`config.mk`:
```
export PLATFORM = sky130hd
export DESIGN_NAME = sprite_physics_stepper
export DESIGN_NICKNAME = d
export VERILOG_FILES = /design/src/rtl/sprite_physics_stepper.sv
export SDC_FILE = /design/constraint.sdc
export NUM_CORES = 1
export LEC_CHECK = 0
export BUFFER_PORTS_ARGS = -buffer_cell sky130_fd_sc_hd__buf_2
export CORE_ASPECT_RATIO = 1.4
export CORE_MARGIN = 10
export CORE_UTILIZATION = 55
export CTS_CLUSTER_SIZE = 14
export DETAILED_ROUTE_END_ITERATION = 16
export HOLD_SLACK_MARGIN = 0.15
export PLACE_DENSITY = 0.73
export SLEW_MARGIN = 20
export SYNTH_ARGS = -nofsm -noshare
export SYNTH_HDL_FRONTEND = slang
export SYNTH_SLANG_ARGS = --single-unit
export TNS_END_PERCENT = 10
```
`constraint.sdc`:
```
create_clock -name clock_162 -period 9.8 [get_ports clock_162]
set_input_delay 1.47 -clock clock_162 [delete_from_list [all_inputs] [get_ports clock_162]]
set_output_delay 1.47 -clock clock_162 [all_outputs]
set_load 0.05 [all_outputs]
```
`src/rtl/sprite_physics_stepper.sv`:
```
// Per-frame sprite physics: velocity, gravity and edge reflection for each sprite,
// swept one sprite per cycle and committed to the display outputs in a single cycle.
module sprite_physics_stepper #(
  parameter int              SPRITES = 1,
  parameter logic signed [7:0] GRAVITY = 8'sd1,
  parameter int              MAX_V   = 20,
  parameter int              COL_MAX = 1473,
  parameter int              ROW_MAX = 1073
) (
  input  logic                      clock_162,
  input  logic                      rst_n,
  input  logic                      frame_start,
  input  logic                      run,
  output logic [SPRITES-1:0][10:0]  sprite_row,
  output logic [SPRITES-1:0][11:0]  sprite_col,
  output logic                      busy,
  output logic                      overrun
);

  localparam logic [1:0] IDLE   = 2'd0;
  localparam logic [1:0] UPDATE = 2'd1;
  localparam logic [1:0] COMMIT = 2'd2;

  localparam logic [2:0]         LAST_IDX = 3'(SPRITES - 1);
  localparam logic signed [8:0]  V_HI     = 9'(MAX_V);
  localparam logic signed [8:0]  V_LO     = -V_HI;
  localparam logic signed [12:0] C_MAX    = 13'(COL_MAX);
  localparam logic signed [12:0] R_MAX    = 13'(ROW_MAX);
  localparam logic signed [12:0] C_TWICE  = 13'(2 * COL_MAX);
  localparam logic signed [12:0] R_TWICE  = 13'(2 * ROW_MAX);

  logic [1:0] state;
  logic [2:0] idx;

  logic [11:0]       col [SPRITES];
  logic [10:0]       row [SPRITES];
  logic signed [7:0] vx  [SPRITES];
  logic signed [7:0] vy  [SPRITES];

  logic [11:0]        cur_col;
  logic [10:0]        cur_row;
  logic signed [7:0]  cur_vx;
  logic signed [7:0]  cur_vy;
  logic signed [8:0]  vy_sum;
  logic signed [7:0]  vy_n;
  logic signed [12:0] ncol;
  logic signed [12:0] nrow;
  logic signed [12:0] col_lo;
  logic signed [12:0] col_hi;
  logic signed [12:0] row_lo;
  logic signed [12:0] row_hi;
  logic [11:0]        new_col;
  logic [10:0]        new_row;
  logic signed [7:0]  new_vx;
  logic signed [7:0]  new_vy;

  assign busy = (state != IDLE);

  // Select the sprite currently addressed by the sweep index.
  always_comb begin
    cur_col = '0;
    cur_row = '0;
    cur_vx  = '0;
    cur_vy  = '0;
    for (int i = 0; i < SPRITES; i++) begin
      if (idx == 3'(i)) begin
        cur_col = col[i];
        cur_row = row[i];
        cur_vx  = vx[i];
        cur_vy  = vy[i];
      end
    end
  end

  // Semi-implicit step: the gravity-updated vy moves the row in the same frame.
  always_comb begin
    vy_sum = $signed({cur_vy[7], cur_vy}) + $signed({GRAVITY[7], GRAVITY});
    vy_n   = vy_sum[7:0];
    if (vy_sum > V_HI)
      vy_n = V_HI[7:0];
    else if (vy_sum < V_LO)
      vy_n = V_LO[7:0];

    ncol   = $signed({1'b0, cur_col}) + $signed({{5{cur_vx[7]}}, cur_vx});
    nrow   = $signed({2'b00, cur_row}) + $signed({{5{vy_n[7]}}, vy_n});
    col_lo = -ncol;
    col_hi = C_TWICE - ncol;
    row_lo = -nrow;
    row_hi = R_TWICE - nrow;

    new_col = ncol[11:0];
    new_vx  = cur_vx;
    if (ncol < 13'sd0) begin
      new_col = col_lo[11:0];
      new_vx  = -cur_vx;
    end else if (ncol > C_MAX) begin
      new_col = col_hi[11:0];
      new_vx  = -cur_vx;
    end

    new_row = nrow[10:0];
    new_vy  = vy_n;
    if (nrow < 13'sd0) begin
      new_row = row_lo[10:0];
      new_vy  = -vy_n;
    end else if (nrow > R_MAX) begin
      new_row = row_hi[10:0];
      new_vy  = -vy_n;
    end
  end

  always_ff @(posedge clock_162 or negedge rst_n) begin
    if (!rst_n) begin
      state   <= IDLE;
      idx     <= '0;
      overrun <= 1'b0;
      for (int i = 0; i < SPRITES; i++) begin
        col[i]        <= 12'(100 + 200 * i);
        row[i]        <= 11'(100 + 100 * i);
        vx[i]         <= 8'(3 + i);
        vy[i]         <= '0;
        sprite_col[i] <= 12'(100 + 200 * i);
        sprite_row[i] <= 11'(100 + 100 * i);
      end
    end else begin
      if (frame_start && state != IDLE)
        overrun <= 1'b1;
      case (state)
        IDLE: begin
          if (frame_start && run) begin
            state <= UPDATE;
            idx   <= '0;
          end
        end
        UPDATE: begin
          for (int i = 0; i < SPRITES; i++) begin
            if (idx == 3'(i)) begin
              col[i] <= new_col;
              row[i] <= new_row;
              vx[i]  <= new_vx;
              vy[i]  <= new_vy;
            end
          end
          if (idx == LAST_IDX)
            state <= COMMIT;
          else
            idx <= idx + 3'd1;
        end
        COMMIT: begin
          // All sprites become visible together so the display never tears.
          for (int i = 0; i < SPRITES; i++) begin
            sprite_col[i] <= col[i];
            sprite_row[i] <= row[i];
          end
          state <= IDLE;
        end
        default: state <= IDLE;
      endcase
    end
  end

endmodule

```
# Yosys cells after proc, flatten, opt, wreduce, memory -nomap -nowiden
# Cells that the tools add are included.
dict set report word_totals {
  ff_bits 68
  output_inout_bits 25
  in_bits 4
}
dict set report classes {
  n_lt_le_gt_ge 6
  add_sub_neg 10
  reduce_logical 9
  eq_ne 5
  n_mux 20
}
# operator count
set ops {}
lappend ops {{8-bit 2-to-1 mux} 8}
lappend ops {{12-bit 2-to-1 mux} 3}
lappend ops {{11-bit 2-to-1 mux} 3}
lappend ops {{13-bit by 12-bit greater-than comparator with 1-bit output (second input constant)} 2}
lappend ops {{13-bit by 1-bit less-than comparator with 1-bit output (second input constant)} 2}
lappend ops {{8-bit negator} 2}
lappend ops {{12-bit by 8-bit adder with 13-bit output} 1}
lappend ops {{13-bit by 8-bit adder with 13-bit output} 1}
lappend ops {{12-bit negator} 1}
lappend ops {{12-bit subtractor (first input constant)} 1}
lappend ops {{11-bit negator} 1}
lappend ops {{8-bit by 11-bit subtractor with 11-bit output (first input constant)} 1}
lappend ops {{8-bit by 2-bit adder with 9-bit output (second input constant)} 1}
lappend ops {{9-bit by 6-bit greater-than comparator with 1-bit output (second input constant)} 1}
lappend ops {{9-bit by 6-bit less-than comparator with 1-bit output (second input constant)} 1}
lappend ops {{3-bit 2-to-1 mux} 2}
lappend ops {{2-bit inequality test (second input constant)} 3}
lappend ops {{3-bit one-hot mux with 2 select lines} 1}
lappend ops {{2-bit 2-to-1 mux} 2}
lappend ops {{2-bit one-hot mux with 2 select lines} 1}
lappend ops {{2-bit AND reduction} 2}
lappend ops {{2-bit nonzero test} 2}
lappend ops {{3-bit by 1-bit adder with 3-bit output (second input constant)} 1}
lappend ops {{3-bit zero test} 1}
lappend ops {{5 further kinds} 6}

# Logic depth before layout (Yosys ltp)
# Gate-level depths: netlist of run 1.
dict set report depth {
  depth_word 10
  depth_mapped 30
  mapped_depth_nobuf 26
}

# Worst setup path after synthesis of run 1
# Ideal clock, no wire load.
dict set report synth_path {
  path_type {register -> register}
  start {register idx[0]}
  end {register row[1] (netlist bit)}
  arrival_time_ns 5.894
  slack_ns 3.776
  setup_ns 0.130
  path_buffers 4
  path_stages_with_launch 28
  t_required_ns 9.670
  cell_sequence {dfrtp_1 -> inv_1 -> ha_1 -> nor2b_1 -> clkbuf_1 -> clkbuf_1 -> clkbuf_1 -> and2_1 -> ha_1 -> buf_6 -> a21bo_1 -> o311a_1 -> a31oi_2 -> o21ai_0 -> nand2_1 -> inv_1 -> ha_1 -> a21oi_1 -> nor2_1 -> a31oi_1 -> a21oi_2 -> and3_1 -> a221o_1 -> nor3b_2 -> a32oi_4 -> and2_1 -> a222oi_1 -> o21ai_1}
}
dict set report synth_between {
  elab_chain_len 10
  word_cells_on_any_way 16
  cone_classes {add/sub: 4; order compare: 4; mux: 6; reduce/logical: 2}
}
# item line_no
set synth_lines {}
lappend synth_lines {{from (decl)} 33} ;# logic [2:0] idx;
lappend synth_lines {{from (signal assigned)} 147} ;# idx <= idx + 3'd1;
lappend synth_lines {{3-bit zero test *} {66, 137}}
lappend synth_lines {{8-bit 2-to-1 mux} 66} ;# if (idx == 3'(i)) begin
lappend synth_lines {{8-bit by 2-bit adder with 9-bit output} 77} ;# vy_sum = $signed({cur_vy[7], cur_vy}) + $signed({GRAVITY[7], GRAVITY});
lappend synth_lines {{9-bit by 6-bit less-than comparator with 1-bit output} 81} ;# else if (vy_sum < V_LO)
lappend synth_lines {{8-bit 2-to-1 mux} 81}
lappend synth_lines {{8-bit 2-to-1 mux} 79} ;# if (vy_sum > V_HI)
lappend synth_lines {{12-bit by 8-bit adder with 13-bit output} 85} ;# nrow = $signed({2'b00, cur_row}) + $signed({{5{vy_n[7]}}, vy_n});
lappend synth_lines {{8-bit by 11-bit subtractor with 11-bit output / 13-bit by 12-bit greater-than comparator with 1-bit output (equally long branches)} {89, 106}}
lappend synth_lines {{11-bit 2-to-1 mux} 106} ;# end else if (nrow > R_MAX) begin
lappend synth_lines {{11-bit 2-to-1 mux} 103} ;# if (nrow < 13'sd0) begin
lappend synth_lines {{to (signal, indexed assignment)} 119} ;# row[i] <= 11'(100 + 100 * i);
lappend synth_lines {{to (signal, indexed assignment)} 139} ;# row[i] <= new_row;
lappend synth_lines {{to (decl)} 36} ;# logic [10:0] row [SPRITES];
# Mark *: on every way between the ends. The rest lies on a longest branch, timed or not.
# A chain may end at the register's enable or synchronous reset.

# Worst setup path after layout of run 1
dict set report layout_path {
  start {register idx[0]}
  end {register row[6] (netlist bit)}
}
# The elaborated chain is that of the path after synthesis.

==> results of run 1 <==
==> layout by cell type (no fill, tap or decap), types with 11 or more instances in the layout <==
master    count
a21o_1       13
a21oi_1      37
and2_1       32
buf_2        28
dfrtp_1      54
dfstp_2      14
ha_1         34
inv_1        28
mux2_2       24
nand2_1      70
nand3_1      13
nor2_1       47
nor3_1       16
o21ai_0      58
o21bai_1     11
xnor2_1      37
xor2_1       12
==> routing by layer <==
layer  share of wire  vias up  GRT usage
met5               0        -          0
met3           0.029       50     0.0274
li1                -     2426          -
met2            0.53      122      0.364
met4           0.047        0      0.112
met1            0.40     2475      0.200
==> worst min path at each step <==
stage               endpoint  slack [ns]  depth (start not counted)
finish                 vx[0]        0.37                          0
detailed placement     vx[0]        0.36                          0
global placement       vx[0]        0.36                          0
CTS                    vx[0]        0.37                          0
floorplan              vx[0]        0.43                          1
global route           vx[0]        0.38                          0
==> registers in the layout (all words and copies together) (netlist names) <==
signal	cells
col	12
sprite_col	12
row	11
sprite_row	11
vx	8
vy	8
idx	3
state	2
overrun	1
==> through the flow <==
step | hold WS (ns) | utilization
finish | 0.368 | 0.609
global route | 0.377 | 0.609
CTS | 0.367 | 0.608
floorplan | 0.429 | -
global placement | 0.359 | 0.577
detailed placement | 0.358 | 0.577
==> cell families (layout without fill, tap and decap cells) <==
kind of cell	count (synthesis)	in the layout	synth area share
compound gates	200	200	0.238
xor+xnor	50	50	0.0774
fa+ha+maj	37	37	0.0826
buf+inv	62	77	0.0456
flops	68	68	0.299
mux	29	29	0.0578
simple gates	225	225	0.200
==> power groups by stage <==
stage          clock [mW]  sequential (mW)  combinational, mW
6_report            0.344            0.394              0.980
5_1_grt             0.361            0.401               1.08
4_1_cts             0.351            0.393              0.966
3_5_place_dp            0            0.397              0.957
3_3_place_gp            0            0.394              0.931
2_1_floorplan           0            0.416              0.724
==> final cells by class <==
| type | instances | share of cell area |
|---|---|---|
| Clock buffer | 10 | 0.0365 |
| Clock inverter | 6 | 0.0142 |
| Inverter | 30 | 0.0180 |
| Multi-Input combinational cell | 541 | 0.604 |
| Sequential cell | 68 | 0.274 |
| Tap cell | 138 | 0.0276 |
| Timing Repair Buffer | 31 | 0.0260 |
==> flow_summary.json, run 1 <==
{
  "cap_viol_max_count": 0,
  "drive_gt1_frac": 0.168,
  "fp.dieW_um": 106,
  "power.switching_mw": 0.825,
  "dp_slack_ns": 3.47,
  "rsz0062_at_grt": "no",
  "yosysWarnings": 0,
  "netlist.area_leader.share": 0.235,
  "final_area_um2": 6270,
  "total_power_mw": 1.72,
  "syn_area_per_cell_um2": 8.58,
  "syn-instance-count": 671,
  "drc": 0,
  "die_h_um": 141,
  "power.density_nw_per_um2": 274,
  "swShare": 0.480,
  "hold_buffers": 0,
  "leakage_nw": 2.90,
  "cts.repair.resized": 0,
  "startpoint": "idx[0]",
  "status": "finished, final reports clean",
  "cts_root_buf": "clkbuf_16",
  "synth_seq_area_share": 0.299,
  "gp_congestion": 0.957,
  "clock_latency_ns": 0.33,
  "syn_nets": 711,
  "path_cells": "inv_1, ha_1, nor2b_2, nand2_1, inv_1, ha_1, a21bo_1, o311a_1, a31oi_2, o21ai_0, nand2_1, inv_1, ha_1, a21oi_1, nor2_1, a31oi_1, nand2b_1, o311ai_1, nor3b_2, a32oi_4, and2_1, a311oi_1, a22oi_1",
  "synthToLayoutAreaGrowth_pct": 8.87,
  "clkTransAtPathRegs_ns": 0.06,
  "criticalPathCategory": "reg2reg",
  "arrival_ns": 6.70,
  "crit_buf_inv": 3,
  "cp.depth": 23,
  "synthTopCellsByCount": "nand2_1 (70), o21ai_0 (58), dfrtp_1 (54)",
  "yosysUniqueCellTypes": 85,
  "place_area_um2": 5940,
  "yosys-top-cells-area": "dfrtp_1 (23%), ha_1 (7.4%), dfstp_2 (6.4%), xnor2_1 (5.6%), o21ai_0 (5.0%)",
  "power.share.clock": 0.200,
  "grt_pass1_vias": 5136,
  "synth_area_leader_cell": "dfrtp_1",
  "seqPwrFrac": 0.229,
  "power.internal_mw": 0.893,
  "cts_tree": "yes",
  "cts_buffers": 9,
  "fin_cells": 824,
  "start_util": 0.559,
  "grt_util_all_layers": 0.195,
  "fillers": 941,
  "routed_wl_um": 14700,
  "worst-slew-pin-transition_ns": 1.05,
  "grt-ovfl-total": 0,
  "core_um2": 10300,
  "irDropWorstVdd_v": 0.000183,
  "synth_edf_count": 0,
  "critPathLaunchType": "flop",
  "max_stage_delay_ns": 0.61,
  "dpl.cell_count": 808,
  "ant_nets": 0,
  "slew_viol_final": 0,
  "cts_buffer_depth": 2,
  "cts_setup_buffers": 0,
  "dp_hpwl_um": 10900,
  "final-seq-area_um2": 1720,
  "reg2reg_slack_ns": 3.35,
  "cp.required_ns": 10.04,
  "max_freq_mhz": 155,
  "synthArstFlopShare": 1.00,
  "grt_pass1_wl_um": 24100,
  "syn_area_um2": 5760,
  "nNetsFinal": 721,
  "cp_slowest_cell": "o311ai_1",
  "hold_class": "reg2reg",
  "setup_viol": 0,
  "yosysMostFrequentCell": "nand2_1",
  "n_antenna_cell": 0,
  "synth_ff_type": "dfrtp_1",
  "port-buffer-count": 28,
  "std_cell_rows": 44,
  "wl_per_cell_um": 17.8,
  "min_period_ns": 6.45,
  "cts.sinks": 68,
  "timing.final.ws_setup_ns": 3.35,
  "crit_end": "row[6]",
  "slew_headroom": 0.296,
  "grt_antenna_before_repair": 0,
  "hold_start": "vx[0]",
  "r2r-start": "idx[0]",
  "crit_fanout": 16,
  "htree_levels": 3,
  "synth_seq_cells": 68,
  "combPwrFrac": 0.570,
  "crit_family": "compound AO/OA/AOI/OAI gates",
  "grt_max_degree": 69,
  "io_pins": 29,
  "vias": 5073,
  "r2r_end": "row[6]",
  "hold_viol": 0,
  "viasPerCell": 6.16,
  "die_area_um2": 15000,
  "setup_tns_ns": 0,
  "skew_ns": 0.00593,
  "worst-r2r-cell-count": 23,
  "drt-initial-drc-count": 256,
  "fin_crit_sh": 0.659,
  "cp-end-kind": "flop",
  "drt_first_pass_iters": 8,
  "multi_input_area_um2": 3780
}
Note: power is estimated with default switching activity, not from simulation.
==> run 2, diff against run 1 <==
==> constraint.sdc (replaced) <==
create_clock -name clock_162 -period 6.15 [get_ports clock_162]
set_input_delay 0.9225 -clock clock_162 [delete_from_list [all_inputs] [get_ports clock_162]]
set_output_delay 0.9225 -clock clock_162 [all_outputs]
set_load 0.05 [all_outputs]
==> run 2 against run 1 <==
Against the previous run: critical path depth grew 3; worst hold slack lost 0.0018 ns; via count grew 1.2%; utilization grew 0.58 points; sequential cell count is the same; register-to-register slack lost 2.8 ns; clock-buffer cell count is the same; maximum frequency grew 14%; clock skew shrank 0.0026 ns; first-iteration DRC count shrank 9.0%.
==> flow_summary.json, run 2 (same netlist as run 1, synthesis figures left out) <==
{
  "synthToLayoutAreaGrowth_pct": 9.91,
  "status": "finished, final reports clean",
  "slew_viol_final": 0,
  "cp.required_ns": 6.35,
  "drive_gt1_frac": 0.178,
  "grt-ovfl-total": 0,
  "cts_buffers": 9,
  "combPwrFrac": 0.569,
  "crit_end": "row[1]",
  "max_freq_mhz": 177,
  "htree_levels": 3,
  "clkTransAtPathRegs_ns": 0.06,
  "nNetsFinal": 727,
  "top_regs": "col (12), sprite_col (12)",
  "leakage_nw": 2.94,
  "cap_viol_max_count": 0,
  "met1_usage": 0.220,
  "skew_ns": 0.00331,
  "cts_buffer_depth": 2,
  "crit_fanout": 10,
  "worst-slew-pin-transition_ns": 1.10,
  "die_h_um": 141,
  "startpoint": "idx[0]",
  "cts_root_buf": "clkbuf_16",
  "dp_slack_ns": 0.520,
  "whs_ns": 0.366,
  "swShare": 0.484,
  "core_um2": 10300,
  "cp-end-kind": "flop",
  "power.share.clock": 0.204,
  "routed_wl_um": 15100,
  "die_area_um2": 15000,
  "power.switching_mw": 1.35,
  "vias": 5134,
  "ant_nets": 0,
  "layout_commonest_cell": "nand2_1",
  "use_met2": 0.369,
  "drt_first_pass_iters": 5,
  "fin_cells": 830,
  "arrival_ns": 5.86,
  "cts_tree": "yes",
  "n_antenna_cell": 0,
  "hold_class": "reg2reg",
  "critPathLaunchType": "flop",
  "fin_crit_sh": 0.919,
  "viasPerCell": 6.19,
  "grt_pass1_wl_um": 25300,
  "grt_util_all_layers": 0.206,
  "seqPwrFrac": 0.228,
  "min_period_ns": 5.65,
  "dpl.cell_count": 814,
  "criticalPathCategory": "reg2reg",
  "slew_headroom": 0.264,
  "power.density_nw_per_um2": 442,
  "final_cell_mix": "nand2_1 (70), o21ai_0 (58), dfrtp_1 (54)",
  "grt_pass1_vias": 5206,
  "r2r_end": "row[1]",
  "grt-busiest-layer": "met2",
  "drt-initial-drc-count": 233,
  "clock_latency_ns": 0.34,
  "io_pins": 29,
  "port-buffer-count": 28,
  "use_met3": 0.0338,
  "place_area_um2": 5990,
  "final_area_um2": 6330,
  "timing.final.ws_setup_ns": 0.495,
  "setup_viol": 0,
  "cts.sinks": 68,
  "reg2reg_slack_ns": 0.50,
  "gp_congestion": 0.900,
  "fp.dieW_um": 106,
  "grt_max_degree": 69,
  "r2r-start": "idx[0]",
  "power.internal_mw": 1.44,
  "start_util": 0.559,
  "std_cell_rows": 44,
  "drc": 0,
  "grt_antenna_before_repair": 0,
  "dp_hpwl_um": 11000,
  "worst-r2r-cell-count": 26,
  "wl_per_cell_um": 18.2,
  "hold_viol": 0,
  "irDropWorstVdd_v": 0.000208
}
[run 2: changes by cell type in the layout (fill, tap and decap cells not counted), sizes merged]
cell,delta
buf,+6
clkinv,+2
clkinvlp,-2
[run 2: layout make-up]
cell class,instances,area [um^2]
Clock inverter,6,87.6
Clock buffer,10,239
Timing Repair Buffer,37,208
Fill cell,905,3970
Tap cell,138,173
Multi-Input combinational cell,541,3790
Inverter,30,113
Sequential cell,68,1720
[run 2: how the worst min path moves through the flow]
stage | startpoint | endpoint | slack [ns] | depth (start not counted)
floorplan | vx[0] | vx[0] | 0.43 | 1
global placement | vx[0] | vx[0] | 0.36 | 0
detailed placement | vx[0] | vx[0] | 0.36 | 0
CTS | vx[0] | vx[0] | 0.37 | 0
global route | vx[0] | vx[0] | 0.37 | 0
finish | vx[0] | vx[0] | 0.37 | 0
[run 2: what timing repair did]
action                     4_1_cts  5_1_grt
setup buffers                    0        0
hold buffers                     0        0
gates resized for setup          0        2
setup endpoints to repair        0        2
[run 2: layer usage]
metal | share of wire | up-vias
li1 | - | 2433
met1 | 0.39 | 2475
met2 | 0.52 | 161
met3 | 0.036 | 65
met4 | 0.053 | 0
met5 | 0 | -
[run 2: power by group through the flow]
stage,registers (mW),logic [mW],clock network (mW)
2_1_floorplan,0.663,1.15,0
3_5_place_dp,0.639,1.55,0
4_1_cts,0.633,1.57,0.580
3_3_place_gp,0.635,1.53,0
5_1_grt,0.643,1.74,0.597
6_report,0.636,1.59,0.569
[run 2: metrics by stage]
stage           util  total power, mW  setup TNS, ns
6_report       0.615             2.79              0
3_5_place_dp   0.582             2.19              0
2_1_floorplan      -             1.82              0
4_1_cts        0.614             2.78              0
3_3_place_gp   0.582             2.17              0
5_1_grt        0.615             2.98       -0.00455
[run 2: worst max-delay path: stages, from the launching register on]
cell,delay (ns)
dfrtp_1,0.40
inv_1,0.10
ha_1,0.24
nor2b_2,0.20
nand2_1,0.08
inv_1,0.10
ha_1,0.16
buf_4,0.16
a21oi_1,0.07
o21a_1,0.23
o31ai_4,0.29
a31oi_2,0.18
o21ai_0,0.15
nand2_1,0.14
inv_1,0.14
ha_1,0.24
a21oi_1,0.29
nor2_1,0.11
a31oi_2,0.31
a21oi_2,0.15
and3_1,0.19
a221o_1,0.39
nor3b_2,0.29
a32oi_4,0.24
and2_1,0.27
a222oi_1,0.29
o21ai_1,0.09
